--- src/rtl/rx_frame_ctrl.sv ---
// rx_frame_ctrl: GMII receive-side frame controller.
// Strips preamble/SFD, forwards payload bytes (DA through FCS) with
// start/end markers, gives a good/bad verdict at end of frame and keeps
// saturating good/bad/drop statistics.
// Optional feature: define RX_MAC_FILTER_EN to add the my_mac port and a
// destination address check (station address or broadcast) to the verdict.
module rx_frame_ctrl #(
    parameter int MIN_LEN = 64,
    parameter int MAX_LEN = 1518,
    parameter int PRE_MAX = 15
) (
    input  logic        rx_clk,
    input  logic        reset,
    input  logic [7:0]  rx_data,
    input  logic        rx_enable,
    input  logic        rx_error,
`ifdef RX_MAC_FILTER_EN
    input  logic [47:0] my_mac,
`endif
    output logic [7:0]  out_data,
    output logic        out_valid,
    output logic        out_sof,
    output logic        out_eof,
    output logic        out_good,
    output logic        out_bad,
    output logic [10:0] frame_len,
    output logic [15:0] good_cnt,
    output logic [15:0] bad_cnt,
    output logic [15:0] drop_cnt
);

    localparam logic [10:0] L_MIN     = 11'(MIN_LEN);
    localparam logic [10:0] L_MAX     = 11'(MAX_LEN);
    localparam logic [4:0]  L_PRE_MAX = 5'(PRE_MAX);

    typedef enum logic [2:0] {
        S_ARM,
        S_IDLE,
        S_PRE,
        S_DATA,
        S_DROP
    } state_t;

    state_t      r_state;
    logic [4:0]  r_pre_cnt;
    logic [7:0]  r_hold;
    logic        r_have;
    logic        r_first;
    logic [10:0] r_len;
    logic        r_err;
    logic [10:0] w_len_nxt;
    logic        w_addr_ok;
    logic        w_good;

`ifdef RX_MAC_FILTER_EN
    logic        r_da_mine;
    logic        r_da_bcast;
    logic [7:0]  w_mac_byte;

    // Station address byte expected at the current DA byte position
    always_comb begin
        w_mac_byte = 8'h00;
        case (r_len[2:0])
            3'd0:    w_mac_byte = my_mac[47:40];
            3'd1:    w_mac_byte = my_mac[39:32];
            3'd2:    w_mac_byte = my_mac[31:24];
            3'd3:    w_mac_byte = my_mac[23:16];
            3'd4:    w_mac_byte = my_mac[15:8];
            3'd5:    w_mac_byte = my_mac[7:0];
            default: w_mac_byte = 8'h00;
        endcase
    end

    // A frame too short to carry a full DA never matches
    assign w_addr_ok = (r_len >= 11'd6) && (r_da_mine || r_da_bcast);
`else
    assign w_addr_ok = 1'b1;
`endif

    // Length counter saturates at 2047 so oversize frames stay flagged bad
    assign w_len_nxt = (r_len == 11'h7FF) ? r_len : r_len + 11'd1;
    assign w_good    = !r_err && (r_len >= L_MIN) && (r_len <= L_MAX) && w_addr_ok;

    function automatic logic [15:0] sat_inc(input logic [15:0] v);
        return (v == 16'hFFFF) ? v : v + 16'd1;
    endfunction

    // Frame FSM with registered payload outputs and statistics
    always_ff @(posedge rx_clk) begin
        if (reset) begin
            r_state    <= S_ARM;
            r_pre_cnt  <= 5'd0;
            r_hold     <= 8'h00;
            r_have     <= 1'b0;
            r_first    <= 1'b0;
            r_len      <= 11'd0;
            r_err      <= 1'b0;
`ifdef RX_MAC_FILTER_EN
            r_da_mine  <= 1'b0;
            r_da_bcast <= 1'b0;
`endif
            out_data   <= 8'h00;
            out_valid  <= 1'b0;
            out_sof    <= 1'b0;
            out_eof    <= 1'b0;
            out_good   <= 1'b0;
            out_bad    <= 1'b0;
            frame_len  <= 11'd0;
            good_cnt   <= 16'd0;
            bad_cnt    <= 16'd0;
            drop_cnt   <= 16'd0;
        end else begin
            out_valid <= 1'b0;
            out_sof   <= 1'b0;
            out_eof   <= 1'b0;
            out_good  <= 1'b0;
            out_bad   <= 1'b0;
            case (r_state)
                S_ARM: begin
                    // Never lock onto a frame already in flight after reset
                    if (!rx_enable) r_state <= S_IDLE;
                end
                S_IDLE: begin
                    if (rx_enable) begin
                        if (rx_data == 8'h55) begin
                            r_state   <= S_PRE;
                            r_pre_cnt <= 5'd1;
                        end else begin
                            r_state  <= S_DROP;
                            drop_cnt <= sat_inc(drop_cnt);
                        end
                    end
                end
                S_PRE: begin
                    if (!rx_enable) begin
                        r_state  <= S_IDLE;
                        drop_cnt <= sat_inc(drop_cnt);
                    end else if (rx_error) begin
                        r_state  <= S_DROP;
                        drop_cnt <= sat_inc(drop_cnt);
                    end else if (rx_data == 8'h55) begin
                        if (r_pre_cnt >= L_PRE_MAX) begin
                            r_state  <= S_DROP;
                            drop_cnt <= sat_inc(drop_cnt);
                        end else begin
                            r_pre_cnt <= r_pre_cnt + 5'd1;
                        end
                    end else if (rx_data == 8'hD5) begin
                        r_state    <= S_DATA;
                        r_have     <= 1'b0;
                        r_first    <= 1'b1;
                        r_len      <= 11'd0;
                        r_err      <= 1'b0;
`ifdef RX_MAC_FILTER_EN
                        r_da_mine  <= 1'b1;
                        r_da_bcast <= 1'b1;
`endif
                    end else begin
                        r_state  <= S_DROP;
                        drop_cnt <= sat_inc(drop_cnt);
                    end
                end
                S_DATA: begin
                    if (rx_enable) begin
                        // Emit the previous byte; the new one waits in the hold register
                        if (r_have) begin
                            out_valid <= 1'b1;
                            out_data  <= r_hold;
                            out_sof   <= r_first;
                            r_first   <= 1'b0;
                        end
                        r_hold <= rx_data;
                        r_have <= 1'b1;
                        r_len  <= w_len_nxt;
                        if (rx_error) r_err <= 1'b1;
`ifdef RX_MAC_FILTER_EN
                        if (r_len < 11'd6) begin
                            if (rx_data != w_mac_byte) r_da_mine  <= 1'b0;
                            if (rx_data != 8'hFF)      r_da_bcast <= 1'b0;
                        end
`endif
                    end else begin
                        r_state <= S_IDLE;
                        r_have  <= 1'b0;
                        if (r_have) begin
                            out_valid <= 1'b1;
                            out_data  <= r_hold;
                            out_sof   <= r_first;
                            out_eof   <= 1'b1;
                            out_good  <= w_good;
                            out_bad   <= !w_good;
                            frame_len <= r_len;
                            r_first   <= 1'b0;
                            if (w_good) good_cnt <= sat_inc(good_cnt);
                            else        bad_cnt  <= sat_inc(bad_cnt);
                        end else begin
                            // SFD followed directly by end of carrier
                            drop_cnt <= sat_inc(drop_cnt);
                        end
                    end
                end
                S_DROP: begin
                    if (!rx_enable) r_state <= S_IDLE;
                end
                default: r_state <= S_ARM;
            endcase
        end
    end

endmodule

--- config.mk ---
export PLATFORM = sky130hd
export DESIGN_NAME = rx_frame_ctrl
export DESIGN_NICKNAME = d
export VERILOG_FILES = /design/src/rtl/rx_frame_ctrl.sv
export SDC_FILE = /design/constraint.sdc
export NUM_CORES = 1
export LEC_CHECK = 0
export ABC_CLOCK_PERIOD_IN_PS = 2200
export BUFFER_PORTS_ARGS = -buffer_cell sky130_fd_sc_hd__buf_2
export CORE_ASPECT_RATIO = 0.9
export CORE_MARGIN = 2
export CORE_UTILIZATION = 25
export DETAILED_ROUTE_END_ITERATION = 6
export PLACE_DENSITY = 0.47
export RECOVER_POWER = 100
export SLEW_MARGIN = 20
export SYNTH_ARGS = -nofsm -noshare
export SYNTH_HDL_FRONTEND = slang
export SYNTH_SLANG_ARGS = --single-unit
--- constraint.sdc ---
create_clock -name rx_clk -period 2.2 [get_ports rx_clk]
set_clock_uncertainty 0.2 [all_clocks]
set_input_delay 0.33 -clock rx_clk [delete_from_list [all_inputs] [get_ports rx_clk]]
set_output_delay 0.33 -clock rx_clk [all_outputs]
set_load 0.02 [all_outputs]
==> results of run 1 <==
==> sequential cells by signal, summed over array words and instances, names as in the netlist, 3 cells and up <==
signal,count
frame_len,11
r_state,3
r_len,11
bad_cnt,16
r_hold,8
drop_cnt,16
r_pre_cnt,5
out_data,8
good_cnt,16
==> worst max-delay path, stage by stage, from the launching register on <==
cell and delay (ps):
sky130_fd_sc_hd__dfxtp_2 320, sky130_fd_sc_hd__ha_2 180, sky130_fd_sc_hd__nand4_1 150, sky130_fd_sc_hd__nor4_4 70, sky130_fd_sc_hd__or4_4 520, sky130_fd_sc_hd__or4_4 500
sky130_fd_sc_hd__a21oi_2 140
==> area by class of cell <==
cell class	count	area share
well taps	250	0.0479
repair buffers	182	0.166
clock buffers	13	0.0414
multi-input cells	443	0.420
inverters	15	0.00863
clock inverters	1	0.000767
flip-flops and latches	102	0.315
==> report_power, final <==
part	internal [mW]	leakage [nW]	switching (mW)
Sequential	1.85	0.828	0.00200
Clock	0.847	0.138	0.697
Combinational	0.0395	1.26	0.0729
Total	2.73	2.22	0.772
==> cells by family (layout without fill, tap and decap cells) <==
| family | count (synthesis) | in the layout |
|---|---|---|
| xor gates and xnor gates | 14 | 14 |
| DFF | 102 | 102 |
| adders and majority gates | 7 | 7 |
| muxes | 3 | 3 |
| buffers and inverters | 50 | 211 |
| and+or+nand+nor | 274 | 274 |
| AOI/OAI and AO/OA | 145 | 145 |
==> stage by stage <==
step	utilization	hold slack [ps]	worst slack (ps)	instance area (sq um)	power, mW
after floorplan	-	225	-7.08	4850	1.95
after global placement	0.324	245	-80.9	6170	2.00
after detailed placement	0.324	246	-111	6170	2.00
after CTS	0.339	19.0	1.53	6450	3.56
after global routing	0.343	44.0	-3.32	6530	3.63
final	0.343	34.1	55.7	6530	3.51
==> per-layer routing <==
metal,part of all wire,wire length (um)
met5,0,0
met4,0.013,191
met3,0.048,694
met2,0.45,6580
met1,0.49,7100
==> synth_stat cells, types with 3 or more instances <==
master                      number  area share
sky130_fd_sc_hd__xor2_1          6       0.011
sky130_fd_sc_hd__or3_1          16       0.021
sky130_fd_sc_hd__buf_2           7      0.0073
sky130_fd_sc_hd__nor2b_1         5      0.0065
sky130_fd_sc_hd__and4_1          7       0.013
sky130_fd_sc_hd__a2111oi_0       3      0.0054
sky130_fd_sc_hd__a21oi_1        72       0.075
sky130_fd_sc_hd__a41oi_1         3      0.0054
sky130_fd_sc_hd__buf_1           3      0.0023
sky130_fd_sc_hd__inv_1          15       0.012
sky130_fd_sc_hd__clkbuf_1       24       0.019
sky130_fd_sc_hd__o21ai_1         8      0.0083
sky130_fd_sc_hd__xnor2_1         8       0.015
sky130_fd_sc_hd__a211oi_1        3      0.0047
sky130_fd_sc_hd__nand4_1        26       0.034
sky130_fd_sc_hd__nor4_1          7      0.0091
sky130_fd_sc_hd__nor3b_1         4      0.0062
sky130_fd_sc_hd__and2_1          4      0.0052
sky130_fd_sc_hd__nand3_1        21       0.022
sky130_fd_sc_hd__o21ai_0        13       0.013
sky130_fd_sc_hd__nor3_1         14       0.015
sky130_fd_sc_hd__o31ai_1        21       0.033
sky130_fd_sc_hd__dfxtp_1       102        0.42
sky130_fd_sc_hd__or4_1          23       0.036
sky130_fd_sc_hd__ha_1            7       0.018
sky130_fd_sc_hd__nor2_1         37       0.029
sky130_fd_sc_hd__and3_1          6      0.0078
sky130_fd_sc_hd__nand2_1        86       0.067
==> worst min path at each step <==
stage	startpoint	to	slack, ps	cells after the start
floorplan	r_first	out_sof	220	2
global placement	frame_len[10]	frame_len[10]	240	2
detailed placement	frame_len[5]	frame_len[5]	250	2
CTS	rx_data[2]	r_hold[2]	20	3
global route	rx_data[1]	r_hold[1]	40	3
finish	rx_data[2]	r_hold[2]	30	3
==> cell usage in the layout (no fill, tap or decap), drive strengths merged, types with 15 or more instances in the layout <==
| master | count |
|---|---|
| nand2 | 87 |
| nor2 | 37 |
| or4 | 23 |
| inv | 15 |
| o21ai | 21 |
| or3 | 16 |
| buf | 103 |
| a21oi | 72 |
| clkbuf | 91 |
| nand3 | 22 |
| dfxtp | 102 |
| o31ai | 21 |
| nand4 | 26 |
==> what timing repair did <==
action                                  CTS  global route
pin swaps                                 0            12
setup buffers                             0             1
hold buffers                              0             0
cloned                                    0             2
endpoints found under the setup margin    3            54
gates resized for setup                   5            31
==> metrics, run 1 <==
maximum fanout along the worst path=5; antenna cell count=0; area share of fa/ha/maj cells after synthesis=0.0181; result of the run=completed; TritonCTS clock tree=yes; fraction of the cycle the final worst path needs=0.975; Via Count=5076; crit path launch=bad_cnt[0]; average footprint of a synthesized cell=8.12 sq um; final global-route overflow total=0; timing-limited maximum frequency=466 MHz; Tightest Pin Transition=522 ps; number of sinks driven by the clock tree=102; vias per inst=5.05; net count of the finished layout=772; fin cells=1006; cell count after placement=989; root buffer cell=sky130_fd_sc_hd__clkbuf_16; top flip-flop cell by instance count after synthesis=sky130_fd_sc_hd__dfxtp_1; count of max-cap constraint violations=0; # H-tree levels=3; die width=151 um; Synth Net Count=614; critical path data required time=2290 ps; Cells after Synth=595; leakage power of the design=2.22 nW; Area growth syn-to-layout=35.1%; die footprint=20500 sq um; initial drt markers=197; ports placed on the boundary=84; Initial Utilization=0.254; met3 global-route usage=0.0312; final routed wire length divided by cell count=14.5 um; weighted congestion reported at the end of routability-driven placement=0.890; clock latency on the worst-skew pair=360 ps; multi-input logic area=2740 sq um; detailed-route DRC error count=0; Reg-to-Reg Start=bad_cnt[0]; worst vdd ir=0.325 mV; number of buffers on the longest clock path=2; cells on worst reg2reg path=6; clock-pin slew on the worst setup and hold paths=60 ps; Synth Area in XOR/XNOR=0.0254; worst max-slew margin expressed relative to the limit=0.652; endpoint of the most critical setup path=bad_cnt[15]; pin count of the biggest net entering global routing=33; Max Transition Viols Final=0; count of nets left with antenna violations after detail routing=0; Fin Setup TNS=0 ps; std cell rows=48; worst reg2reg endpoint=bad_cnt[15]; kind of start point of the critical path=flip-flop; number of enable-type register cells in the synthesized netlist=0; All-Layer GR Usage=0.141; core box area=19000 sq um; post-synthesis share of cell area spent on and, or, nand and nor gates=0.300; Critical Setup Path Class=reg2reg; Die H=136 um; global-route wire length before repair=23.0 mm; Synth Area in Compound Gates=0.186; Pwr Density=537 nW/um^2; met1 layer usage reported by global route=0.188; count of warnings emitted by yosys=0; mux cell area share after synthesis=0.00648; count of fill cells added during filler insertion=2031; TritonCTS Buffers=9; Final Hold Vio Count=0; Period minus WS final=2140 ps; peak-usage layer in the global routing report=met2; vias in the first global route=4645; class of the most critical hold timing path=in2reg; number of iterations in the first detailed-routing pass=4; count of buffers inserted at the top-level ports=83; post-synth design cell area=4830 sq um; Final Setup Violations=0; share of final-layout standard cells stronger than drive strength 1=0.216; worst endpoint data arrival time=2230 ps; reg2reg setup slack=60 ps; area used by sequential logic in the layout=2060 sq um; synthesis-stage register bit count=102; met2 layer usage reported by global route=0.224; endpoint kind of the worst setup timing path=flip-flop; wire length after detailed routing=14.6 mm; proportion of synthesized chip area in sequential cells=0.423; fraction of registers with async set/reset=0; antenna violations before repair=0; detailed placement HPWL=10.7 mm; combinational family with the most area after synthesis=simple AND/OR/NAND/NOR gates; post-synthesis cell type count=61
Power figures use the tool's default switching activity.
==> inputs of run 2 (changes only) <==
--- a/config.mk
+++ b/config.mk
@@ -6,12 +6,12 @@
 export NUM_CORES = 1
 export LEC_CHECK = 0
 export ABC_CLOCK_PERIOD_IN_PS = 2200
-export BUFFER_PORTS_ARGS = -buffer_cell sky130_fd_sc_hd__buf_2
 export CORE_ASPECT_RATIO = 0.9
 export CORE_MARGIN = 2
 export CORE_UTILIZATION = 25
 export DETAILED_ROUTE_END_ITERATION = 6
-export PLACE_DENSITY = 0.47
+export DONT_BUFFER_PORTS = 1
+export PLACE_DENSITY = 0.44
 export RECOVER_POWER = 100
 export SLEW_MARGIN = 20
 export SYNTH_ARGS = -nofsm -noshare
==> run 2 against run 1 <==
  * Count of clock-buffer cells in the layout down 4
  * Worst setup slack worse by 29 ps
  * Global-route usage up 0.61 points
  * First-iteration DRC count up 12%
  * Total power about the same
  * Sequential power about the same
  * Register-to-register slack worse by 30 ps
  * Sequential share of layout area up 0.18 points
  * Combinational power down 5%
  * Core utilization down 0.20 points
  * Largest cell class unchanged
  * Highest routed layer unchanged
==> metrics, run 2 (synthesis gave the netlist of run 1 again) <==
Bufs and invs on worst path=1 (+1); Final Hold Vio Count=0 (unchanged); Via Count=4880 (-3.9%); Max Transition Viols Final=0 (unchanged); dominant delay contributor by cell family on the critical path=simple AND/OR/NAND/NOR gates; clock network fraction of design power=0.442 (+0.002); maximum fanout along the worst path=8 (+3); detailed placement HPWL=10.3 mm (-3.4%); std cell rows=48 (unchanged); fin cells=955 (-5.1%); critical path data required time=2290 ps (about the same); worst reg2reg endpoint=drop_cnt[14]; relative contribution of sequential cells to total power=0.528 (about the same); count of max-cap constraint violations=0 (unchanged); die footprint=20500 sq um (unchanged); cell count after placement=917 (-7.3%); initial drt markers=221 (+12%); final global-route overflow total=0 (unchanged); leading cell type in the layout, fill and taps excluded=sky130_fd_sc_hd__dfxtp_1; Critical Setup Path Class=reg2reg; count of nets left with antenna violations after detail routing=0 (unchanged); global-route wire length before repair=24.1 mm (+4.9%); Crit path top cell by count=sky130_fd_sc_hd__ha_4; final cell utilization of the core=0.341 (-0.00197); worst vdd ir=0.315 mV (-2.9%); fraction of the cycle the final worst path needs=0.988 (+0.0134); weighted congestion reported at the end of routability-driven placement=0.868 (-2.5%); worst endpoint data arrival time=2260 ps (+30 ps); min-delay src=reset; reg2reg setup slack=30 ps (-30 ps); Initial Utilization=0.254 (unchanged); summed area of non-filler cells in the final layout=6490 sq um (-0.58%); die width=151 um (unchanged); registers with the most flip-flops=bad_cnt (16), drop_cnt (16), good_cnt (16); Final Setup Violations=0 (unchanged); cells on worst reg2reg path=9 (+3); Fin Setup TNS=0 ps (unchanged); placement-stage cell area=5870 sq um (-4.8%); wire length after detailed routing=15.2 mm (+4.2%); vias per inst=5.11 (+1.3%); leakage power of the design=2.14 nW (-3.6%); TritonCTS clock tree=yes; class of the most critical hold timing path=in2reg; Tightest Pin Transition=483 ps (-38.9 ps); pin count of the biggest net entering global routing=83 (+150%); antenna violations before repair=0 (unchanged); root buffer cell=sky130_fd_sc_hd__clkbuf_16; count of buffers inserted at the top-level ports=0 (-100%); TritonCTS Buffers=9 (unchanged); Cell Chain, Critical Path=ha_4 -> and3_4 -> ha_4 -> nor2_4 -> nand4_1 -> a21oi_4 -> buf_12 -> or4_4 -> a21oi_2; number of sinks driven by the clock tree=102 (unchanged); internal power component=2.67 mW (-2.4%); number of iterations in the first detailed-routing pass=6 (+2); clock latency on the worst-skew pair=360 ps (about the same); Die H=136 um (unchanged); core box area=19000 sq um (unchanged); Worst Hold Endpoint=r_state[2]; Slowest Stage Delay on Critical Path=510 ps (about the same); detailed-route DRC error count=0 (unchanged); kind of start point of the critical path=flip-flop; # H-tree levels=3 (unchanged); commonest cells after routing, fill and taps aside=90 x sky130_fd_sc_hd__dfxtp_1, 84 x sky130_fd_sc_hd__nand2_1, 67 x sky130_fd_sc_hd__buf_4, 66 x sky130_fd_sc_hd__a21oi_1, 38 x sky130_fd_sc_hd__clkbuf_1; All-Layer GR Usage=0.147 (+0.00605); endpoint kind of the worst setup timing path=flip-flop; power consumption=3.50 mW (about the same); Pwr Density=540 nW/um^2 (+0.51%); proportion of power drawn by combinational gates=0.030 (-0.002); Cells on Worst Hold Path=2 (-1); switching power summed over all nets=0.835 mW (+8.2%); timing-limited maximum frequency=460 MHz (-1.4%); Period minus WS final=2170 ps (+29.5 ps); RSZ-0062 raised after global routing=yes; antenna cell count=0 (unchanged); Reg-to-Reg Start=r_pre_cnt[1]; number of buffers on the longest clock path=2 (unchanged); final routed wire length divided by cell count=15.9 um (+9.7%); switch share=0.238 (+0.0182); ports placed on the boundary=84 (unchanged); result of the run=completed; Area growth syn-to-layout=34.3%; slowest stage cell, crit path=sky130_fd_sc_hd__or4_4; share of final-layout standard cells stronger than drive strength 1=0.209 (-0.00710); worst max-slew margin expressed relative to the limit=0.678 (+0.0259); net count of the finished layout=719 (-6.9%); clock-pin slew on the worst setup and hold paths=70 ps (about the same); vias in the first global route=4711 (+1.4%)
==> run 2: cell count changes in the layout (fill, tap and decap cells not counted), moves of 4 or more <==
cell / change
sky130_fd_sc_hd__dlygate4sd3_1: +15
sky130_fd_sc_hd__clkbuf_1: -40
sky130_fd_sc_hd__buf_4: -22
sky130_fd_sc_hd__o21ai_0: -5
sky130_fd_sc_hd__o21ai_2: +4
sky130_fd_sc_hd__buf_2: -12
==> run 2: timing repair <==
action,in CTS,in global routing
endpoints found under the hold margin,87,0
hold buffers,16,0
setup buffers,0,3
gates resized for setup,4,51
pin swaps,0,20
setup endpoints to repair,11,48
cloned,0,3
==> run 2: metrics by stage <==
| step | worst slack [ps] | hold slack [ps] |
|---|---|---|
| floorplan | -7.08 | 225 |
| global placement | 49.4 | 209 |
| detailed placement | -1.07 | 211 |
| CTS | 8.72 | 15.1 |
| global route | -42.6 | 26.5 |
| finish | 26.2 | 22.5 |
==> run 2: layout make-up <==
type / instances / area (sq um)
timing repair buffer: 129 / 976
tap: 250 / 313
clock buffer: 9 / 225
clock inverter: 7 / 57.6
sequential: 102 / 2060
multi-input combinational: 443 / 2800
inverter: 15 / 56.3
fill: 1992 / 12600
==> run 2: worst register-to-register path: stages, from the launching register on <==
cell,delay [ps]
sky130_fd_sc_hd__dfxtp_2,360
sky130_fd_sc_hd__ha_4,140
sky130_fd_sc_hd__and3_4,190
sky130_fd_sc_hd__ha_4,140
sky130_fd_sc_hd__nor2_4,40
sky130_fd_sc_hd__nand4_1,140
sky130_fd_sc_hd__a21oi_4,120
sky130_fd_sc_hd__buf_12,160
sky130_fd_sc_hd__or4_4,510
sky130_fd_sc_hd__a21oi_2,120
==> run 2: layer usage <==
layer  part of all wire  routed length (um)  GRT usage
met1               0.45                6850      0.192
met2               0.46                6980      0.239
met3              0.075                1140     0.0386
met4              0.014                 206     0.0393
met5                  0                   0          0
==> run 2: worst max-delay path by stage <==
stage	from	end	slack [ps]	cells after the start
4_1_cts	r_state[0]	bad_cnt[7]	9	5
2_1_floorplan	good_cnt[11]	good_cnt[1]	-7	7
3_3_place_gp	r_state[0]	bad_cnt[15]	50	5
3_5_place_dp	r_pre_cnt[1]	drop_cnt[13]	-1	9
5_1_grt	r_state[2]	drop_cnt[5]	-40	8
6_report	r_pre_cnt[1]	drop_cnt[14]	30	9
==> run 2: power by group through the flow <==
stage	registers, mW	clock network (mW)	logic, mW
6_report	1.85	1.55	0.106
3_5_place_dp	1.89	0	0.0549
4_1_cts	1.85	1.62	0.103
2_1_floorplan	1.89	0	0.0536
3_3_place_gp	1.89	0	0.0537
5_1_grt	1.85	1.68	0.116
